## config.mk

```make
export PLATFORM = sky130hd
export DESIGN_NAME = mmio_store_responder
export DESIGN_NICKNAME = d
export VERILOG_FILES = /design/src/rtl/mmio_store_responder_pkg.sv /design/src/rtl/mmio_store_responder_sync_fifo.sv /design/src/rtl/mmio_store_responder.sv
export SDC_FILE = /design/constraint.sdc
export NUM_CORES = 1
export LEC_CHECK = 0
export CAP_MARGIN = 20
export CELL_PAD_IN_SITES_DETAIL_PLACEMENT = 1
export CELL_PAD_IN_SITES_GLOBAL_PLACEMENT = 1
export CORE_MARGIN = 2
export CORE_UTILIZATION = 37
export DETAILED_ROUTE_END_ITERATION = 10
export DONT_BUFFER_PORTS = 1
export PLACE_DENSITY_LB_ADDON = 0.05
export SLEW_MARGIN = 10
export SYNTH_ARGS = -nofsm -noshare
export SYNTH_HDL_FRONTEND = slang
export SYNTH_SLANG_ARGS = --single-unit
export TNS_END_PERCENT = 10
```

## constraint.sdc

```tcl
create_clock -name clk -period 7.6 [get_ports clk]
set_input_delay 0.76 -clock clk [delete_from_list [all_inputs] [get_ports clk]]
set_output_delay 0.76 -clock clk [all_outputs]
set_load 0.01 [all_outputs]
```

## src/rtl/mmio_store_responder_pkg.sv

```systemverilog
// Shared register offsets and bit positions for the MMIO store responder.
package mmio_pkg;

    localparam logic [3:0] OFF_TXDATA = 4'h0;
    localparam logic [3:0] OFF_STATUS = 4'h4;
    localparam logic [3:0] OFF_CTRL   = 4'h8;

    localparam int unsigned ST_EMPTY = 16;
    localparam int unsigned ST_FULL  = 17;
    localparam int unsigned ST_OVF   = 18;

    localparam int unsigned CTRL_CLR_OVF = 0;
    localparam int unsigned CTRL_FLUSH   = 1;

endpackage

```

## src/rtl/mmio_store_responder_sync_fifo.sv

```systemverilog
// First-word-fall-through FIFO with push/pop/flush; flush takes priority over everything.
module sync_fifo #(
    parameter int unsigned N     = 32,
    parameter int unsigned DEPTH = 8,
    parameter int unsigned AW    = $clog2(DEPTH)
) (
    input  logic          clk,
    input  logic          reset,
    input  logic          push,
    input  logic          pop,
    input  logic          flush,
    input  logic [N-1:0]  wdata,
    output logic [N-1:0]  head,
    output logic [AW:0]   count,
    output logic          empty,
    output logic          full
);

    logic [N-1:0]  mem [DEPTH];
    logic [AW-1:0] wr_ptr_q, wr_ptr_d;
    logic [AW-1:0] rd_ptr_q, rd_ptr_d;
    logic [AW:0]   count_q, count_d;

    always_comb begin
        wr_ptr_d = wr_ptr_q;
        rd_ptr_d = rd_ptr_q;
        count_d  = count_q;
        if (flush) begin
            wr_ptr_d = '0;
            rd_ptr_d = '0;
            count_d  = '0;
        end else begin
            if (push) wr_ptr_d = wr_ptr_q + AW'(1);
            if (pop)  rd_ptr_d = rd_ptr_q + AW'(1);
            if (push && !pop)      count_d = count_q + (AW+1)'(1);
            else if (pop && !push) count_d = count_q - (AW+1)'(1);
        end
    end

    always_ff @(posedge clk or negedge reset) begin
        if (!reset) begin
            wr_ptr_q <= '0;
            rd_ptr_q <= '0;
            count_q  <= '0;
        end else begin
            wr_ptr_q <= wr_ptr_d;
            rd_ptr_q <= rd_ptr_d;
            count_q  <= count_d;
        end
    end

    // Storage is deliberately left out of reset.
    always_ff @(posedge clk) begin
        if (push && !flush) mem[wr_ptr_q] <= wdata;
    end

    assign head  = mem[rd_ptr_q];
    assign count = count_q;
    assign empty = (count_q == '0);
    assign full  = (count_q == (AW+1)'(DEPTH));

endmodule

```

## src/rtl/mmio_store_responder.sv

```systemverilog
// CPU-bus store responder: decodes a 3-register window, queues TXDATA stores into a FIFO.
module mmio_store_responder
    import mmio_pkg::*;
#(
    parameter int unsigned N     = 32,
    parameter logic [N-1:0] BASE = 32'h0000_0100,
    parameter int unsigned DEPTH = 8,
    parameter int unsigned AW    = $clog2(DEPTH)
) (
    input  logic         clk,
    input  logic         reset,
    input  logic         memwrite,
    input  logic [N-1:0] dataadr,
    input  logic [N-1:0] writedata,
    output logic [N-1:0] readdata,
    output logic         hit,
    output logic         out_valid,
    output logic [N-1:0] out_data,
    input  logic         out_ready,
    output logic         overflow
);

    logic          sel_tx, sel_status, sel_ctrl;
    logic          push, pop, flush, clr_ovf, drop;
    logic [N-1:0]  head;
    logic [AW:0]   count;
    logic          empty, full;
    logic [N-1:0]  status;
    logic          overflow_q, overflow_d;

    // Exact-match compares imply word alignment since BASE is word-aligned.
    assign sel_tx     = (dataadr == BASE + N'(OFF_TXDATA));
    assign sel_status = (dataadr == BASE + N'(OFF_STATUS));
    assign sel_ctrl   = (dataadr == BASE + N'(OFF_CTRL));
    assign hit        = sel_tx | sel_status | sel_ctrl;

    assign pop     = out_valid & out_ready;
    assign push    = memwrite & sel_tx & (~full | pop);
    assign drop    = memwrite & sel_tx & full & ~pop;
    assign flush   = memwrite & sel_ctrl & writedata[CTRL_FLUSH];
    assign clr_ovf = memwrite & sel_ctrl & writedata[CTRL_CLR_OVF];

    sync_fifo #(
        .N     (N),
        .DEPTH (DEPTH),
        .AW    (AW)
    ) u_fifo (
        .clk   (clk),
        .reset (reset),
        .push  (push),
        .pop   (pop),
        .flush (flush),
        .wdata (writedata),
        .head  (head),
        .count (count),
        .empty (empty),
        .full  (full)
    );

    always_comb begin
        overflow_d = overflow_q;
        if (clr_ovf)   overflow_d = 1'b0;
        else if (drop) overflow_d = 1'b1;
    end

    always_ff @(posedge clk or negedge reset) begin
        if (!reset) overflow_q <= 1'b0;
        else        overflow_q <= overflow_d;
    end

    always_comb begin
        status            = '0;
        status[AW:0]      = count;
        status[ST_EMPTY]  = empty;
        status[ST_FULL]   = full;
        status[ST_OVF]    = overflow_q;
    end

    always_comb begin
        readdata = '0;
        if (sel_tx && !empty) readdata = head;
        else if (sel_status)  readdata = status;
    end

    assign out_valid = ~empty;
    assign out_data  = head;
    assign overflow  = overflow_q;

endmodule

```

* Word level (Yosys, flattened, before mapping)
Memory sizes are Yosys's and may differ from the RTL's.
Index checks and enable logic that the tools add are counted.
** Storage, ports and cells
- Register bits after elaboration :: 11
- Memory bits (writable) :: 256
- Input bits :: 68
- Output and inout bits :: 67
- Word-level logic and storage cells :: 53
- Memories :: 1
** Cells by class
- Add/sub/neg operators :: 4
- Equal/unequal tests :: 4
- Multiplexer cells :: 13
- Bitwise logic cells :: 14
- Reductions and logical operators :: 13
** Memories
- u_fifo.mem :: depth 8, width 32, read ports 1, clocked after memory_dff 0, wr ports 1, RTL line mmio_store_responder_sync_fifo.sv:19 : logic [N-1:0] mem [DEPTH];
** Operators by type and width (number)
- $eq A32 B9 Y1 const B :: 3
- $mux W32 :: 1
- $mux W19 :: 1
- $mux W3 :: 4
- $mux W4 :: 3
- $and A1 B1 Y1 :: 8
- $add A3 B1 Y3 const B :: 2
- $reduce_bool A2 Y1 :: 3
- $add A4 B1 Y4 const B :: 1
- $eq A4 B4 Y1 const B :: 1
- $logic_and A1 B1 Y1 :: 4
- $logic_not A1 Y1 :: 4
- $logic_not A4 Y1 :: 1
- $mux W1 :: 4
- $sub A4 B1 Y4 const B :: 1
- $not A1 Y1 :: 3
- $or A1 B1 Y1 :: 3
- $reduce_bool A3 Y1 :: 1

* Longest topological paths before layout
- Depth after elaboration :: 10
- Depth in mapped cells :: 10
- Mapped depth without buffers :: 10

* Hierarchy
From an unflattened synthesis, not the netlist that was laid out.
** Unflattened totals
- Cells, all modules :: 518
- Area total of the unflattened synthesis :: 10876.7 um2
** By module, submodules not included
- sync_fifo :: times used 1, cells each 441, area each 10292.4 um2, seq. area each 7937.6 um2
- mmio_store_responder :: times used 1, cells each 77, area each 584.3 um2, seq. area each 25.0 um2

* Worst setup path before layout
OpenSTA, ideal clock, no wires.
- Kind :: input to register
- From :: input port dataadr[18]
- To :: memory u_fifo.mem[2][0], enable pin
- Setup time :: 0.513 ns
- Arrival time :: 5.192 ns
- Data required time :: 7.087 ns
- Slack :: 1.895 ns
- Cell stages on the path :: 5
- Cells stage by stage :: nor4_2 > nand4_2 > or3_1 > buf_6 > nor4b_1
** On the way
- Longest elaborated chain between the ends :: 7
** RTL lines
- from (decl) :: RTL line mmio_store_responder.sv:13 : input logic [N-1:0] dataadr,
- $eq A32 B9 Y1 :: RTL line mmio_store_responder.sv:34 : assign sel_ctrl = (dataadr == BASE + N'(OFF_CTRL));
- $and A1 B1 Y1 (2 in a row) :: RTL line mmio_store_responder.sv:40 : assign flush = memwrite & sel_ctrl & writedata[CTRL_FLUSH];
- $logic_not A1 Y1 :: RTL line mmio_store_responder_sync_fifo.sv:54 : if (push && !flush) mem[wr_ptr_q] <= wdata;
- $logic_and A1 B1 Y1 * :: RTL line mmio_store_responder_sync_fifo.sv:54
- $mux W1 * :: RTL line mmio_store_responder_sync_fifo.sv:54
- $mux W1 (implied by the code) * :: RTL line mmio_store_responder_sync_fifo.sv:54
- to (decl) :: RTL line mmio_store_responder_sync_fifo.sv:19
Every way passes the cells marked *; elsewhere a longest branch is shown, timed or not.

* Worst setup path in the final report
- From :: register u_fifo.rd_ptr_q[0]
- To :: output port readdata[18]
** On the way
- Longest elaborated chain between the ends :: 2
** RTL lines
- from (decl) :: RTL line mmio_store_responder_sync_fifo.sv:21 : logic [AW-1:0] rd_ptr_q, rd_ptr_d;
- from (signal assigned) :: RTL line mmio_store_responder_sync_fifo.sv:47 : rd_ptr_q <= rd_ptr_d;
- $mem_v2 Z8 W32
- via out_data[18] :: RTL line mmio_store_responder.sv:18 : output logic [N-1:0] out_data,
- $mux W32 :: RTL line mmio_store_responder.sv:81 : if (sel_tx && !empty) readdata = head;
- to (decl) :: RTL line mmio_store_responder.sv:15 : output logic [N-1:0] readdata,
The timed path passes the listed nets, and every way through them passes these cells.

==> results.md <==
- Portion of synthesized cell area occupied by the leading cell type: 71.6%
- Cell Count Post-Placement: a little under 900
- Worst Path Arrival: 3400 ps
- Number of H-tree levels: 1
- Reg-to-reg endpoint: u_fifo.mem[1][17]$_DFFE_PP_
- Sequential element share of the synthesized area: 74.1%
- Via Count: 4962
- Floorplan row count: 62
- Endpoints failing hold: 0
- Number of failing setup endpoints in the final timing report: 0
- Commonest cells post-synth: 256 x edfxtp_1, 64 x mux4_2, 32 x mux2_2, 25 x and3_1, 15 x clkbuf_1
- Post-synthesis instance area: between 10000 and 15000 um^2
- Final Critical Period: 4160 ps
- Net Switching: 0.532 mW
- Most frequent cell after synthesis: edfxtp_1
- Most area-hungry cell type in the Yosys netlist: edfxtp_1
- Multi-input gate area: 2680 um^2
- Syn Inst Count: 506
- Worst setup SP type: register
- Max-cap violations: 0
- Final ANT Viol Nets: 0
- Final estimated routing congestion in global placement: 0.765
- Global-route wire length before repair: about 37000 um
- Sinks on the clock net: 267
- Top cells by area, synth: edfxtp_1 72%, mux4_2 13%, mux2_2 3.4%, dfrtp_1 2.6%, and3_1 1.5%
- CP Data Required Time: 6840 ps
- FFs w/ async S/R, synth: under 10%
- Number of cells upsized or downsized after cts: 0
- Final total power: 2.87 mW
- Logic gate share of total power: less than 1%
- Setup slack on the worst flop-to-flop path: 4680 ps
- FF/Latch Area: around 8000 um^2
- Share of power burned in the clock network: roughly 44%
- Pin count of the biggest net entering global routing: 67
- CTS clock-pin slew for the worst setup and hold paths: ~60 ps
- Max_slew headroom: between 20 and 30%
- WL/cell: 26.0 um
- Initial cell density of the core: between 30% and 40%
- Antenna diode instance count: 0
- Residual DRC: 0
- Switching share of power: a little under a fifth
- Number of placed I/O pins: between 100 and 150
- Post-CTS Repair Setup Buffers: 0
- Standard cell core area: 28600 um^2
- Number of distinct library cell variants in the gate-level netlist after synthesis: 45
- First-pass iteration count of the detailed router: 4
- Maximum number of buffers from clock root to sink: 3
- Power per cell area: approximately 240 nW/um^2
- IR Drop Worst-Case VDD: 0.000144 V
- Fraction of layout cells with a size suffix above 1: 31.6%
- Setup repair after global routing missed its margin: no
- Final nets: 602
- Post-Synthesis Net Count: 579
- Count of pins over their slew limit: 0
- Number of enable flip-flop cells after synthesis: 256
- Min-delay src: writedata[10]
- Flops & latches, synth: 267
- Hold WC Path Type: input pin to register
- Port Buffers: 0
- Static leakage power: 3.77 nW
- Total routing resource utilization after global routing: 16.2%
- Total wirelength of the detailed-routed design: 24100 um
- Status: completed
- Kind of capture point of the worst setup path: output pin
- Total grt overflow: 0
- Worst hold endpoint: u_fifo.mem[7][10]$_DFFE_PP_
- Cell-internal power: 2.34 mW
- Peak Freq: roughly 0.24 GHz
- Clock latency of the later-clocked register in the worst-skew pair: 550 ps
- Start-to-end type of the worst setup path: register to output pin
- Violation count after the first detailed-routing iteration: 366
- Final core utilization: 42.3%
- Layout Skew: 20.1 ps
- Summed negative setup slack over all endpoints: 0 ps
- Total CTS buffers: 29
- Number of synthesis warnings: 0
- TritonCTS clock tree: built
- Count of cells along the worst register-to-register path: 7
- Post-route fraction of the period consumed by the critical path: a little over half
- Average cell area after synthesis: roughly 21 um^2
- Top flip-flop cell by instance count after synthesis: edfxtp_1
- Synthesis-to-finish area growth: 12.9%
- Root Driver: clkbuf_16
- Post-DP HPWL: 14400 um
- Initial antenna violation count: 1
- Maximum fanout count along the critical path: 40
- Tightest Pin Transition: 1060 ps
- Number of cells on the worst hold path: 0
- Count of filler cells inserted in the layout: 2660
- Share of power burned in registers: 56.2%
- Number of global-route vias before repair: 5587
- Number of hold buffers added after cts: 1
- Post-DR vias/cell: 5.35
- Final standard cell count with taps included and fillers excluded: 928
- Die span in y: 174 um
- Die Width: 174 um
- Reg2reg start: u_fifo.count[1]$_DFFE_PN0P_
- Full die area: 30400 um^2
critical path, stage by stage, from the launching register on:
cell and delay, ps:
dfrtp_4 820, buf_4 770, mux4_2 600, mux2_2 340
a22o_1 290
how the worst max path moves through the flow:
stage / from / endpoint / slack (ps) / cells past startpoint
2_1_floorplan: dataadr[18] / u_fifo.mem[2][0]$_DFFE_PP_ / 1900 / 5
3_3_place_gp: u_fifo.rd_ptr_q[0]$_DFFE_PN0P_ / readdata[18] / 3840 / 4
3_5_place_dp: u_fifo.rd_ptr_q[0]$_DFFE_PN0P_ / readdata[18] / 3860 / 4
4_1_cts: u_fifo.rd_ptr_q[0]$_DFFE_PN0P_ / readdata[18] / 3280 / 4
5_1_grt: u_fifo.rd_ptr_q[0]$_DFFE_PN0P_ / readdata[18] / 3160 / 4
6_report: u_fifo.rd_ptr_q[0]$_DFFE_PN0P_ / readdata[18] / 3440 / 4
state kept, by name, summed over array words and instances, names as in the netlist:
register / flops
u_fifo.rd_ptr_q: 3
overflow: 1
u_fifo.mem: 256
u_fifo.count: 4
u_fifo.wr_ptr_q: 3
cell usage in the layout (no fill, tap or decap), drive strengths merged, types with 3 or more instances in the layout:
cell type,n
clkinv,7
o21ai,3
nand3b,3
clkbuf,36
nor4,8
xnor2,3
ha,4
edfxtp,256
nor2,11
a21o,3
dfrtp,11
nor4b,3
a21oi,4
inv,6
nand4,3
nor3,5
buf,18
nand2,11
mux2,32
and3,25
a22o,4
mux4,64
routing by layer:
metal	share of wire [%]	GRT usage, %	routed length [um]	vias to the layer above
met4	1.4	3.22	340	0
li1	-	-	-	2155
met2	51	27.8	12200	111
met5	0	0	0	-
met3	5.6	3.72	1340	28
met1	42	21.2	10200	2668
per-stage QoR:
stage               hold slack (ps)  cell area (um^2)  worst slack, ps
finish                          302             12100             3440
floorplan                       464             10700             1900
global route                    286             12100             3160
detailed placement              465             11300             3860
CTS                             279             12100             3280
global placement                465             11300             3840
cell type report:
cell class	count	area share [%]
Clock buffer	36	6.20
Inverter	5	0.155
Sequential cell	267	65.8
Timing Repair Buffer	19	1.20
Multi-Input combinational cell	207	22.1
Clock inverter	10	0.609
Tap cell	384	3.96
power by group through the flow:
stage          clock [mW]  sequential [mW]  combinational, mW
2_1_floorplan           0             1.64            0.00282
5_1_grt              1.35             1.61            0.00530
4_1_cts              1.29             1.61            0.00483
6_report             1.25             1.61            0.00465
3_5_place_dp            0             1.64            0.00307
3_3_place_gp            0             1.64            0.00310
kinds of logic (layout without fill, tap and decap cells):
group,count (synthesis),in the layout,synth area share (%)
AOI/OAI and AO/OA,19,19,1.34
xor gates and xnor gates,5,5,0.408
adders and majority gates,5,5,0.652
buffers and inverters,32,70,1.37
DFF,267,267,74.1
muxes,98,98,17.1
and+or+nand+nor,80,80,5.00
Power figures use the tool's default switching activity.
